## config.mk

```make
export PLATFORM = sky130hd
export DESIGN_NAME = connector_wen_merge
export DESIGN_NICKNAME = d
export VERILOG_FILES = /design/src/rtl/connector_pkg.sv /design/src/rtl/connector_ch_fifo.sv /design/src/rtl/connector_wen_merge.sv
export SDC_FILE = /design/constraint.sdc
export NUM_CORES = 1
export LEC_CHECK = 0
export BUFFER_PORTS_ARGS = -buffer_cell sky130_fd_sc_hd__buf_2
export CAP_MARGIN = 15
export CORE_ASPECT_RATIO = 0.7
export CORE_MARGIN = 1
export CORE_UTILIZATION = 40
export CTS_CLUSTER_SIZE = 8
export DETAILED_ROUTE_END_ITERATION = 10
export PLACE_DENSITY = 0.61
export SLEW_MARGIN = 20
export SYNTH_ARGS = -nofsm -noshare
export SYNTH_HDL_FRONTEND = slang
export SYNTH_SLANG_ARGS = --single-unit
```

## constraint.sdc

```tcl
create_clock -name clk -period 4.4 [get_ports clk]
set_input_delay 0.22 -clock clk [delete_from_list [all_inputs] [get_ports clk]]
set_output_delay 0.22 -clock clk [all_outputs]
set_load 0.05 [all_outputs]
```

## src/rtl/connector_pkg.sv

```systemverilog
// connector_pkg
//   Shared constants and width helpers for the write-enable merge connector.
//   ch_width(n)  : bits needed to name one of n channels (at least 1).
//   cnt_width(d) : bits needed to hold an occupancy of 0..d.
package connector_pkg;

  localparam int DEF_NUM_CH = 3;
  localparam int DEF_DATA_W = 8;
  localparam int DEF_DEPTH  = 4;

  function automatic int ch_width(input int n);
    return (n > 1) ? $clog2(n) : 1;
  endfunction

  function automatic int cnt_width(input int d);
    return $clog2(d) + 1;
  endfunction

endpackage

```

## src/rtl/connector_ch_fifo.sv

```systemverilog
// connector_ch_fifo
//   Single-channel DEPTH-entry FIFO with occupancy count.
//   clk, resetn     : clock, synchronous active-low reset
//   push, push_data : write request and data
//   pop             : remove head entry (ignored when empty)
//   head            : current head entry
//   count           : occupancy 0..DEPTH
//   empty, full     : occupancy flags
//   drop            : push refused this cycle (full and not popped)
module connector_ch_fifo
  import connector_pkg::*;
#(
  parameter int DATA_W = DEF_DATA_W,
  parameter int DEPTH  = DEF_DEPTH
) (
  input  logic                        clk,
  input  logic                        resetn,
  input  logic                        push,
  input  logic [DATA_W-1:0]           push_data,
  input  logic                        pop,
  output logic [DATA_W-1:0]           head,
  output logic [cnt_width(DEPTH)-1:0] count,
  output logic                        empty,
  output logic                        full,
  output logic                        drop
);

  localparam int CNT_W = cnt_width(DEPTH);
  localparam int PTR_W = $clog2(DEPTH);

  logic [DATA_W-1:0] mem [DEPTH];
  logic [PTR_W-1:0]  wptr;
  logic [PTR_W-1:0]  rptr;
  logic              pop_ok;
  logic              push_ok;

  assign empty   = (count == '0);
  assign full    = (count == CNT_W'(DEPTH));
  assign pop_ok  = pop && !empty;
  // A full FIFO still takes a write when its head leaves in the same cycle.
  assign push_ok = push && (!full || pop_ok);
  assign drop    = push && !push_ok;
  assign head    = mem[rptr];

  // DEPTH is a power of two, so the pointers wrap naturally.
  always_ff @(posedge clk) begin
    if (!resetn) begin
      wptr  <= '0;
      rptr  <= '0;
      count <= '0;
    end else begin
      if (push_ok) wptr <= wptr + 1'b1;
      if (pop_ok)  rptr <= rptr + 1'b1;
      case ({push_ok, pop_ok})
        2'b10:   count <= count + 1'b1;
        2'b01:   count <= count - 1'b1;
        default: count <= count;
      endcase
    end
  end

  always_ff @(posedge clk) begin
    if (resetn && push_ok) mem[wptr] <= push_data;
  end

endmodule

```

## src/rtl/connector_wen_merge.sv

```systemverilog
// connector_wen_merge
//   Merges NUM_CH write-enable channels into one valid/ready output stream.
//   Each channel buffers into its own FIFO; a round-robin arbiter feeds a
//   single output register.
//   clk, resetn         : clock, synchronous active-low reset
//   wen, data           : per-channel write enable and packed write data
//   freeze              : blocks loading a new output word
//   out_valid/out_ready : output handshake
//   out_data, out_ch    : output word and its source channel
//   ovf, ovf_clr        : sticky per-channel overflow flags and their clear
//   level               : packed per-channel FIFO occupancy
module connector_wen_merge
  import connector_pkg::*;
#(
  parameter int NUM_CH = DEF_NUM_CH,
  parameter int DATA_W = DEF_DATA_W,
  parameter int DEPTH  = DEF_DEPTH
) (
  input  logic                                 clk,
  input  logic                                 resetn,
  input  logic [NUM_CH-1:0]                    wen,
  input  logic [NUM_CH*DATA_W-1:0]             data,
  input  logic                                 freeze,
  output logic                                 out_valid,
  input  logic                                 out_ready,
  output logic [DATA_W-1:0]                    out_data,
  output logic [ch_width(NUM_CH)-1:0]          out_ch,
  output logic [NUM_CH-1:0]                    ovf,
  input  logic                                 ovf_clr,
  output logic [NUM_CH*cnt_width(DEPTH)-1:0]   level
);

  localparam int CH_W  = ch_width(NUM_CH);
  localparam int CNT_W = cnt_width(DEPTH);

  logic [DATA_W-1:0] head [NUM_CH];
  logic [NUM_CH-1:0] fifo_empty;
  logic [NUM_CH-1:0] fifo_full;
  logic [NUM_CH-1:0] drop;
  logic [NUM_CH-1:0] pop;

  logic [CH_W-1:0]   last_grant;
  logic [CH_W-1:0]   grant;
  logic [CH_W-1:0]   idx;
  logic [DATA_W-1:0] grant_data;
  logic              any;
  logic              load;

  for (genvar g = 0; g < NUM_CH; g++) begin : g_ch
    assign pop[g] = load && (grant == CH_W'(g));

    connector_ch_fifo #(
      .DATA_W (DATA_W),
      .DEPTH  (DEPTH)
    ) u_fifo (
      .clk       (clk),
      .resetn    (resetn),
      .push      (wen[g]),
      .push_data (data[g*DATA_W +: DATA_W]),
      .pop       (pop[g]),
      .head      (head[g]),
      .count     (level[g*CNT_W +: CNT_W]),
      .empty     (fifo_empty[g]),
      .full      (fifo_full[g]),
      .drop      (drop[g])
    );
  end

  // Search starts one past the last granted channel and wraps.
  always_comb begin
    any        = 1'b0;
    grant      = '0;
    grant_data = '0;
    idx        = '0;
    for (int k = 1; k <= NUM_CH; k++) begin
      idx = CH_W'((int'(last_grant) + k) % NUM_CH);
      if (!any && !fifo_empty[idx]) begin
        any        = 1'b1;
        grant      = idx;
        grant_data = head[idx];
      end
    end
  end

  assign load = (!out_valid || out_ready) && !freeze && any;

  always_ff @(posedge clk) begin
    if (!resetn) begin
      out_valid  <= 1'b0;
      out_data   <= '0;
      out_ch     <= '0;
      last_grant <= CH_W'(NUM_CH - 1);
    end else if (load) begin
      out_valid  <= 1'b1;
      out_data   <= grant_data;
      out_ch     <= grant;
      last_grant <= grant;
    end else if (out_ready) begin
      out_valid  <= 1'b0;
    end
  end

  // A fresh overflow outranks a simultaneous clear.
  always_ff @(posedge clk) begin
    if (!resetn) ovf <= '0;
    else         ovf <= (ovf & ~{NUM_CH{ovf_clr}}) | drop;
  end

endmodule

```

==> run summary, run 1 <==
status -> completed
synthesized net count -> 599
Hold Crit Class -> in -> reg
critical setup path kind -> reg -> reg
Root Driver -> clkbuf_16
fin worst setup slack -> 0.5975 ns
die area -> 0.01713 mm2
I/O pins -> 55
asr flop ratio synth -> 0
vias -> 4509
antenna viol nets, final -> 0
fin. max-slew vios -> 0
CTS tree -> yes
Min Hold Slack -> 0.01761 ns
HPWL after DPL -> 10.30 mm
Slew HR -> 0.5185
CP Max Fanout -> 31
Clk pwr share -> 0.247
number of nets in the layout -> 657
overall routing resource usage -> 0.1863
global-route wire length before repair -> 23.43 mm
Post-Syn Instances -> 548
router iterations before antenna repair -> 5
sequential share of power -> 0.312
Max Cap Violations -> 0
post-layout min period -> 3.802 ns
average size of a mapped cell -> 12.12 um2
Post-synth EDFFs -> 96
share of layout cells above drive strength 1 -> 0.2375
synthesized area -> 0.006643 mm2
Post-Layout Cell Count -> 844
total global routing overflow -> 0
diode count -> 0
Reg clk slew, reported paths -> 0.06 ns
gpl congestion -> 0.8356
ys flop type -> edfxtp_1
post-route cell area -> 0.007765 mm2
largest cells by area after synthesis -> edfxtp_1, dfxtp_1, mux4_2
Final Hold Fails -> 0
CTS Sinks -> 138
drt wl/cell -> 17.75 um
cell count after placement -> 806
Max Clock Freq -> 0.2630 GHz
Critical Path Start Type -> register
initial core utilization -> 0.4076
vias in the first global route -> 4436
Synth top area share -> 0.4340
Sw Share -> 0.4179
First DRT Iteration DRCs -> 429
Leak Pwr -> 0.002771 uW
Final setup viols -> 0
Area growth syn-to-layout -> 16.90%
Yosys reg bits -> 138
post-cts resize count -> 0
period utilization -> 0.8642
peak supply drop -> 0.2812 mV
H-tree depth -> 4
Die Wd -> 156.0 um
sequential element share of the synthesized area -> 0.5606
core footprint -> 0.01630 mm2
worst-skew pair later-pin latency -> 0.42 ns
DP Area -> 0.007136 mm2
final wirelength -> 14.98 mm
YS warnings -> 0
initial antenna violation count -> 0
post-CTS setup buffer count -> 0
number of port buffers -> 54
row cnt -> 39
Via density -> 5.342
power per cell area -> 706.8 mW/mm2
total CTS buffers -> 17
die height -> 109.8 um
cell taking the most area after synthesis -> edfxtp_1
RSZ-0062 raised after global routing -> no
CP endpoint kind -> register
combinational share of power -> 0.441
actual slew at the worst max-slew pin -> 0.7223 ns
Psw -> 2294 uW
Int Power -> 3194 uW
DRC violations left -> 0
post-synthesis cell type count -> 56
dpl ws -> 0.6572 ns
clk buf depth -> 2
largest net degree at the start of global routing -> 44
CP Data Required Time -> 4.74 ns
Total Neg Setup Slack -> 0 ns
Arr. time, crit path -> 4.14 ns
Worst Clk Skew -> 0.008599 ns
Fill cells -> 1475
## Yosys cell counts, types with 9 or more instances
cell and n:
and3_1 9, nor2_1 29, o21ai_0 23, a21oi_1 36
inv_1 27, mux4_2 24, edfxtp_1 96, o211ai_1 10
nand2b_1 24, nand2_1 64, ha_1 16, clkbuf_1 18
a31oi_1 10, dfxtp_1 42
## worst max-delay path, stage by stage (launching register included)
cell and delay, ns:
dfxtp_1 0.36, inv_1 0.09, ha_1 0.21, buf_4 0.23
nor4_1 0.49, a21oi_1 0.18, o21ai_1 0.30, nand2b_2 0.27
nand2_1 0.11, a31oi_2 0.39, inv_1 0.08, ha_1 0.24
inv_1 0.07, fa_1 0.17, xor2_1 0.07, or3_1 0.30
a21oi_1 0.14
## power groups by stage
stage / logic (uW) / clock network, uW / registers (uW)
floorplan: 1680 / 0 / 1910
global placement: 2330 / 0 / 1730
detailed placement: 2380 / 0 / 1740
CTS: 2400 / 1390 / 1710
global route: 2640 / 1440 / 1740
finish: 2420 / 1360 / 1710
## path summary, 6_finish.rpt
path                            startpoint                       end  slack (ns)  cells past startpoint
worst max-delay path             out_ch[0]   g_ch[1].u_fifo.count[2]        0.60                     16
worst min-delay path               data[9]  g_ch[1].u_fifo.mem[2][1]        0.02                      1
worst max register to register   out_ch[0]   g_ch[1].u_fifo.count[2]        0.60                     16
worst min register to register      ovf[2]                    ovf[2]        0.47                      2
## final cells by class
cell class / count / area, um2 / share of cell area
clock buffer: 17 / 425.4 / 0.05479
sequential: 138 / 3724 / 0.4795
inverter: 27 / 101.3 / 0.01305
clock inverter: 15 / 143.9 / 0.01853
tap: 225 / 281.5 / 0.03626
timing repair buffer: 71 / 412.9 / 0.05317
multi-input combinational: 351 / 2676 / 0.3447
## registers in the layout (all words and copies together), names as in the netlist, named ones only
| signal | count |
|---|---|
| g_ch.u_fifo.wptr | 6 |
| out_ch | 2 |
| g_ch.u_fifo.count | 9 |
| g_ch.u_fifo.mem | 96 |
| out_valid | 1 |
| last_grant | 1 |
| g_ch.u_fifo.rptr | 6 |
| out_data | 8 |
| ovf | 3 |
## cell usage in the layout, fill, tap and decap left out, drive strengths merged, types with 4 or more instances in the layout
| cell type | n |
|---|---|
| a21oi | 38 |
| a31oi | 11 |
| a32o | 8 |
| and3 | 9 |
| buf | 65 |
| clkbuf | 17 |
| clkinvlp | 7 |
| dfxtp | 42 |
| dlygate4sd3 | 6 |
| edfxtp | 96 |
| ha | 16 |
| inv | 31 |
| mux2 | 8 |
| mux2i | 8 |
| mux4 | 24 |
| nand2 | 65 |
| nand2b | 25 |
| nand4 | 5 |
| nor2 | 30 |
| nor2b | 4 |
| nor3 | 6 |
| nor4 | 7 |
| o211ai | 10 |
| o21a | 4 |
| o21ai | 28 |
| or3 | 7 |
| xor2 | 4 |
## per-layer routing
metal	up-vias	GRT usage	part of all wire
met5	-	0	0
met1	2216	0.2520	0.48
met2	127	0.2892	0.45
met3	11	0.05400	0.052
li1	2155	-	-
met4	0	0.05812	0.0091
## repair_timing
action,CTS,global route
hold buffers,6,0
endpoints found under the hold margin,24,0
setup endpoints to repair,0,0
## metrics by stage
step / total power (uW) / util
floorplan: 3589 / -
global placement: 4055 / 0.4378
detailed placement: 4119 / 0.4378
CTS: 5498 / 0.4764
global route: 5813 / 0.4764
finish: 5488 / 0.4764
## kinds of logic (layout without fill, tap and decap cells)
group / count (synthesis) / count (layout) / synth area share
and+or+nand+nor: 177 / 177 / 0.1422
AOI/OAI and AO/OA: 109 / 109 / 0.1066
muxes: 40 / 40 / 0.1070
xor gates and xnor gates: 6 / 6 / 0.007911
adders and majority gates: 19 / 19 / 0.03918
DFF: 138 / 138 / 0.5606
buffers and inverters: 59 / 130 / 0.03654
(Power assumes the default switching activity.)
==> run 2, diff against run 1 <==
ABC_AREA = 1   (was not set)
==> run summary, run 2 <==
row cnt -> 38
asr flop ratio synth -> 0
initial antenna violation count -> 0
fin. max-slew vios -> 0
Max Cap Violations -> 0
max FFs per register -> 96
global-route wire length before repair -> 23.94 mm
post-layout min period -> 3.762 ns
Via density -> 5.037
post-CTS setup buffer count -> 0
CTS tree -> yes
peak supply drop -> 0.3506 mV
average size of a mapped cell -> 9.508 um2
Post-synth EDFFs -> 96
post-cts resize count -> 0
Yosys reg bits -> 138
Final setup viols -> 0
Final Hold Fails -> 0
CP Max Fanout -> 13
Post-Syn Instances -> 698
Slew HR -> 0.4487
HPWL after DPL -> 10.96 mm
Arr. time, crit path -> 4.06 ns
post-synthesis cell type count -> 42
Commonest cells post-synth -> nand2_1, edfxtp_1, nor2_1
First DRT Iteration DRCs -> 352
total global routing overflow -> 0
clk buf depth -> 2
status -> completed
largest net degree at the start of global routing -> 32
Max Clock Freq -> 0.2658 GHz
CTS Sinks -> 138
H-tree depth -> 4
most common cell in the netlist -> nand2_1
period utilization -> 0.8551
Worst Clk Skew -> 0.009910 ns
DRC violations left -> 0
sequential element share of the synthesized area -> 0.5611
gpl congestion -> 0.8739
core footprint -> 0.01583 mm2
Area growth syn-to-layout -> 15.65%
worst-skew pair later-pin latency -> 0.42 ns
most frequent cells in the layout -> nand2_1, edfxtp_1, nor2_1, inv_1, o21ai_0
initial core utilization -> 0.4192
biggest regs -> g_ch.u_fifo.mem: 96 flops, g_ch.u_fifo.count: 9 flops, out_data: 8 flops
Die Wd -> 156.0 um
commonest non-fill, non-tap cell in the layout -> nand2_1
vias -> 4956
cell taking the most area after synthesis -> edfxtp_1
Total Neg Setup Slack -> 0 ns
Reg clk slew, reported paths -> 0.06 ns
synthesized area -> 0.006636 mm2
CP endpoint kind -> register
Post-Layout Cell Count -> 984
Hold Crit Class -> in -> reg
Min Hold Slack -> 0.01371 ns
share of layout cells above drive strength 1 -> 0.1898
cell count after placement -> 951
drt wl/cell -> 15.18 um
critical setup path kind -> reg -> reg
number of port buffers -> 54
ys flop type -> edfxtp_1
antenna viol nets, final -> 0
router iterations before antenna repair -> 5
Synth top area share -> 0.4344
final wirelength -> 14.93 mm
die height -> 109.8 um
RSZ-0062 raised after global routing -> no
synthesized net count -> 749
I/O pins -> 55
Leak Pwr -> 0.003041 uW
total CTS buffers -> 17
diode count -> 0
YS warnings -> 0
Core Util, Final -> 0.4847
number of nets in the layout -> 802
largest cells by area after synthesis -> edfxtp_1, dfxtp_1, nand2_1
power per cell area -> 699.9 mW/mm2
vias in the first global route -> 4652
Largest Register -> g_ch.u_fifo.mem
Root Driver -> clkbuf_16
actual slew at the worst max-slew pin -> 0.8183 ns
total power -> 5371 uW
overall routing resource usage -> 0.1876
die area -> 0.01712 mm2
CP Data Required Time -> 4.70 ns
Critical Path Start Type -> register
==> run 2: changes by cell type after synthesis, moves of 12 or more <==
cell / delta
nor2_2: +12
nand2b_1: -24
inv_1: +35
nor3_1: +14
nand2_1: +85
o21ai_0: +34
nand3_1: +15
mux4_2: -24
nor2_1: +34
==> run 2: per-layer routing <==
layer	wire length, um	vias up	GRT usage
met3	835	10	0.05518
met5	0	-	0
met2	6411	134	0.2819
li1	-	2486	-
met1	7552	2326	0.2626
met4	134	0	0.05042
==> run 2: metrics by stage <==
step                area [um2]  worst slack, ns
CTS                       7675           0.6120
global placement          7071           0.7636
detailed placement        7071           0.6481
global route              7675           0.2227
floorplan                 6636            1.432
finish                    7675           0.6376
==> run 2: critical path: stages, from the launching register on <==
cell	delay (ns)
dfxtp_1	0.39
inv_1	0.08
ha_1	0.56
inv_1	0.30
nand3_2	0.17
nand2_4	0.08
nand2_4	0.10
nand2_8	0.11
nand2_4	0.14
o21ai_2	0.08
nor2_4	0.22
nor2_2	0.08
nand2_1	0.06
nand2_1	0.06
inv_2	0.09
nor2_4	0.05
inv_1	0.06
ha_1	0.13
inv_1	0.06
fa_1	0.37
a21oi_1	0.14
o21ai_0	0.10
o21ai_0	0.16
a21oi_1	0.06
==> run 2: kinds of logic after synthesis <==
logic type	after synthesis	synth area share
adders and majority gates	19	0.03922
and+or+nand+nor	293	0.2117
buffers and inverters	100	0.06316
DFF	138	0.5611
AOI/OAI and AO/OA	148	0.1248
==> run 2: what timing repair did <==
item,in CTS,in global routing
hold buffers,1,0
endpoints found under the hold margin,4,0
setup endpoints to repair,0,0
==> run 2: final timing paths <==
path                                    to  startpoint  depth (start not counted)  slack, ns
hold reg to reg                     ovf[1]      ovf[1]                          2       0.47
setup / recovery   g_ch[1].u_fifo.count[2]   out_ch[0]                         23       0.64
hold / removal    g_ch[1].u_fifo.mem[0][6]    data[14]                          1       0.01
setup reg to reg   g_ch[1].u_fifo.count[2]   out_ch[0]                         23       0.64
==> run 2: final cells by class <==
| type | count | area (um2) |
|---|---|---|
| Tap cell | 220 | 275.3 |
| Clock buffer | 17 | 425.4 |
| Inverter | 78 | 300.3 |
| Timing Repair Buffer | 56 | 287.8 |
| Multi-Input combinational cell | 460 | 2494 |
| Fill cell | 1429 | 8158 |
| Clock inverter | 15 | 168.9 |
| Sequential cell | 138 | 3724 |
==> run 2: power breakdown <==
part | internal (uW) | leakage [uW] | switching (uW)
Sequential | 1540 | 0.00122 | 154
Combinational | 647 | 0.00154 | 1610
Clock | 844 | 0.000282 | 568
==> run 3, diff against run 2 <==
SLEW_MARGIN = not set   (was 20)
SYNTH_HIERARCHICAL = 1   (was not set)
==> run summary, run 3 <==
Fill cells -> 1471
post-CTS setup buffer count -> 0
fin. max-slew vios -> 0
total power -> 5369 uW
hold_buf cts -> 0
total stage count of the critical path -> 23
actual slew at the worst max-slew pin -> 0.6182 ns
most common cell in the netlist -> nand2_1
asr flop ratio synth -> 0
core footprint -> 0.01583 mm2
row cnt -> 38
total CTS buffers -> 17
Arr. time, crit path -> 3.90 ns
worst-skew pair later-pin latency -> 0.41 ns
Worst Clk Skew -> 0.01025 ns
largest net degree at the start of global routing -> 28
Post-Syn Instances -> 723
Commonest cells post-synth -> nand2_1, edfxtp_1, inv_1
overall routing resource usage -> 0.1908
Final Hold Fails -> 0
worst reg2reg startpoint -> out_ch[0]
vias in the first global route -> 4903
Reg clk slew, reported paths -> 0.06 ns
Root Driver -> clkbuf_16
share of layout cells above drive strength 1 -> 0.1776
Largest Register -> g_ch.u_fifo/mem
I/O pins -> 55
clk buf depth -> 2
DP Area -> 0.007168 mm2
Yosys reg bits -> 138
number of nets in the layout -> 844
Max Clock Freq -> 0.2778 GHz
CP bufs+invs -> 7
most frequent cells in the layout -> nand2_1, edfxtp_1, inv_1, nor2_1, o21ai_0
CP Data Required Time -> 4.70 ns
ys flop type -> edfxtp_1
post-synthesis cell type count -> 31
path depth of the worst reg2reg path -> 23
initial core utilization -> 0.4175
router iterations before antenna repair -> 5
diode count -> 0
hold path start -> data[18]
critical setup path kind -> reg -> reg
final wirelength -> 15.16 mm
peak supply drop -> 0.3947 mV
largest cells by area after synthesis -> edfxtp_1, dfxtp_1, nand2_1
biggest regs -> g_ch.u_fifo/mem: 96 flops, g_ch.u_fifo/count: 9 flops, out_data: 8 flops
period utilization -> 0.8181
Synth top area share -> 0.4361
Total Neg Setup Slack -> 0 ns
max FFs per register -> 96
Slew HR -> 0.5864
die area -> 0.01705 mm2
initial antenna violation count -> 0
gpl congestion -> 0.8791
antenna viol nets, final -> 0
CP Max Fanout -> 22
HPWL after DPL -> 10.95 mm
average size of a mapped cell -> 9.143 um2
multi-input logic area -> 0.002422 mm2
synthesized area -> 0.006610 mm2
Max Cap Violations -> 0
post-layout min period -> 3.599 ns
Post-synth EDFFs -> 96
sequential cell area -> 0.003724 mm2
status -> completed
commonest non-fill, non-tap cell in the layout -> nand2_1
Leak Pwr -> 0.003352 uW
DRC violations left -> 0
RSZ-0062 raised after global routing -> no
post-route cell area -> 0.007814 mm2
cell taking the most area after synthesis -> edfxtp_1
global-route wire length before repair -> 24.63 mm
vias -> 5129
Die Wd -> 155.6 um
crit path from -> out_ch[0]
CTS tree -> yes
die height -> 109.6 um
H-tree depth -> 4
Hold Crit Class -> in -> reg
number of port buffers -> 54
Worst path most repeated cell -> nand2_1
post-cts resize count -> 0
YS warnings -> 6
synthesized net count -> 774
sequential element share of the synthesized area -> 0.5633
Area growth syn-to-layout -> 18.21%
Via density -> 5.004
Post-Layout Cell Count -> 1025
family with the most delay on the worst path -> buffers and inverters
power per cell area -> 687.1 mW/mm2
Min Hold Slack -> 0.01952 ns
Critical Path Start Type -> register
CP Cell Sequence -> inv_1 -> ha_1 -> buf_4 -> nand2_1 -> nand2_1 -> nand2_1 -> nand2_1 -> nand2_1 -> inv_1 -> nand2_1 -> nand2_1 -> buf_4 -> inv_2 -> nand3_2 -> a21oi_1 -> nand2_4 -> inv_4 -> nand2_4 -> fa_1 -> inv_1 -> nand4_1 -> a21oi_1 -> nor2_1
slowest CP cell -> fa_1
cell count after placement -> 993
CTS Sinks -> 138
First DRT Iteration DRCs -> 323
drt wl/cell -> 14.79 um
CP endpoint kind -> register
worst hold path depth -> 1
total global routing overflow -> 0
Final setup viols -> 0
CP peak stage delay -> 0.38 ns
[run 3: cell count changes in the layout (fill, tap and decap cells not counted), moves of 18 or more]
cell | previous run | this run
nor2_1 | 63 | 82
o22ai_1 | 6 | 24
inv_1 | 62 | 84
nand3_1 | 18 | 40
[run 3: cell families after synthesis]
group                    Yosys count  share of synthesized area
adder cells (fa/ha/maj)           19                    0.03937
buffers and inverters            114                    0.07022
AND/OR/NAND/NOR                  293                     0.1961
flip-flops                       138                     0.5633
AO/OA/AOI/OAI                    159                     0.1310
[run 3: worst reg2reg max path, delay by kind of cell (launching register included)]
family,cells,cell delay (ns)
DFF,1,0.37
AOI/OAI and AO/OA,2,0.47
adders and majority gates,2,0.71
and+or+nand+nor,12,0.96
buffers and inverters,7,1.00
[run 3: metal layers]
layer  global-route usage  wire length, um  vias up
li1                     -                -     2578
met5                    0                0        -
met2               0.3091             6958      103
met3              0.04178              762        8
met4              0.05252              107        0
met1               0.2593             7326     2440
[run 3: cell type report]
cell class / count / share of cell area
Sequential cell: 138 / 0.4765
Timing Repair Buffer: 70 / 0.05028
Inverter: 95 / 0.04660
Multi-Input combinational cell: 471 / 0.3100
Tap cell: 220 / 0.03523
Clock buffer: 17 / 0.05444
Clock inverter: 14 / 0.02690
[run 3: power by group]
group	total, uW	internal, uW	switching [uW]
sequential	1660	1530	131
combinational	2170	629	1540
clock	1540	963	576
[run 3: final timing paths]
check	endpoint	slack [ns]
setup / recovery	g_ch[1].u_fifo/count[2]	0.80
hold / removal	g_ch[2].u_fifo/mem[0][2]	0.02
setup reg to reg	g_ch[1].u_fifo/count[2]	0.80
hold reg to reg	g_ch[0].u_fifo/rptr[0]	0.48
[run 3: stage by stage]
stage               utilization  setup WS (ns)
detailed placement       0.4527         0.8295
finish                   0.4935         0.8006
global route             0.4935         0.4674
global placement         0.4527         0.9887
CTS                      0.4929         0.8103
floorplan                     -          1.377
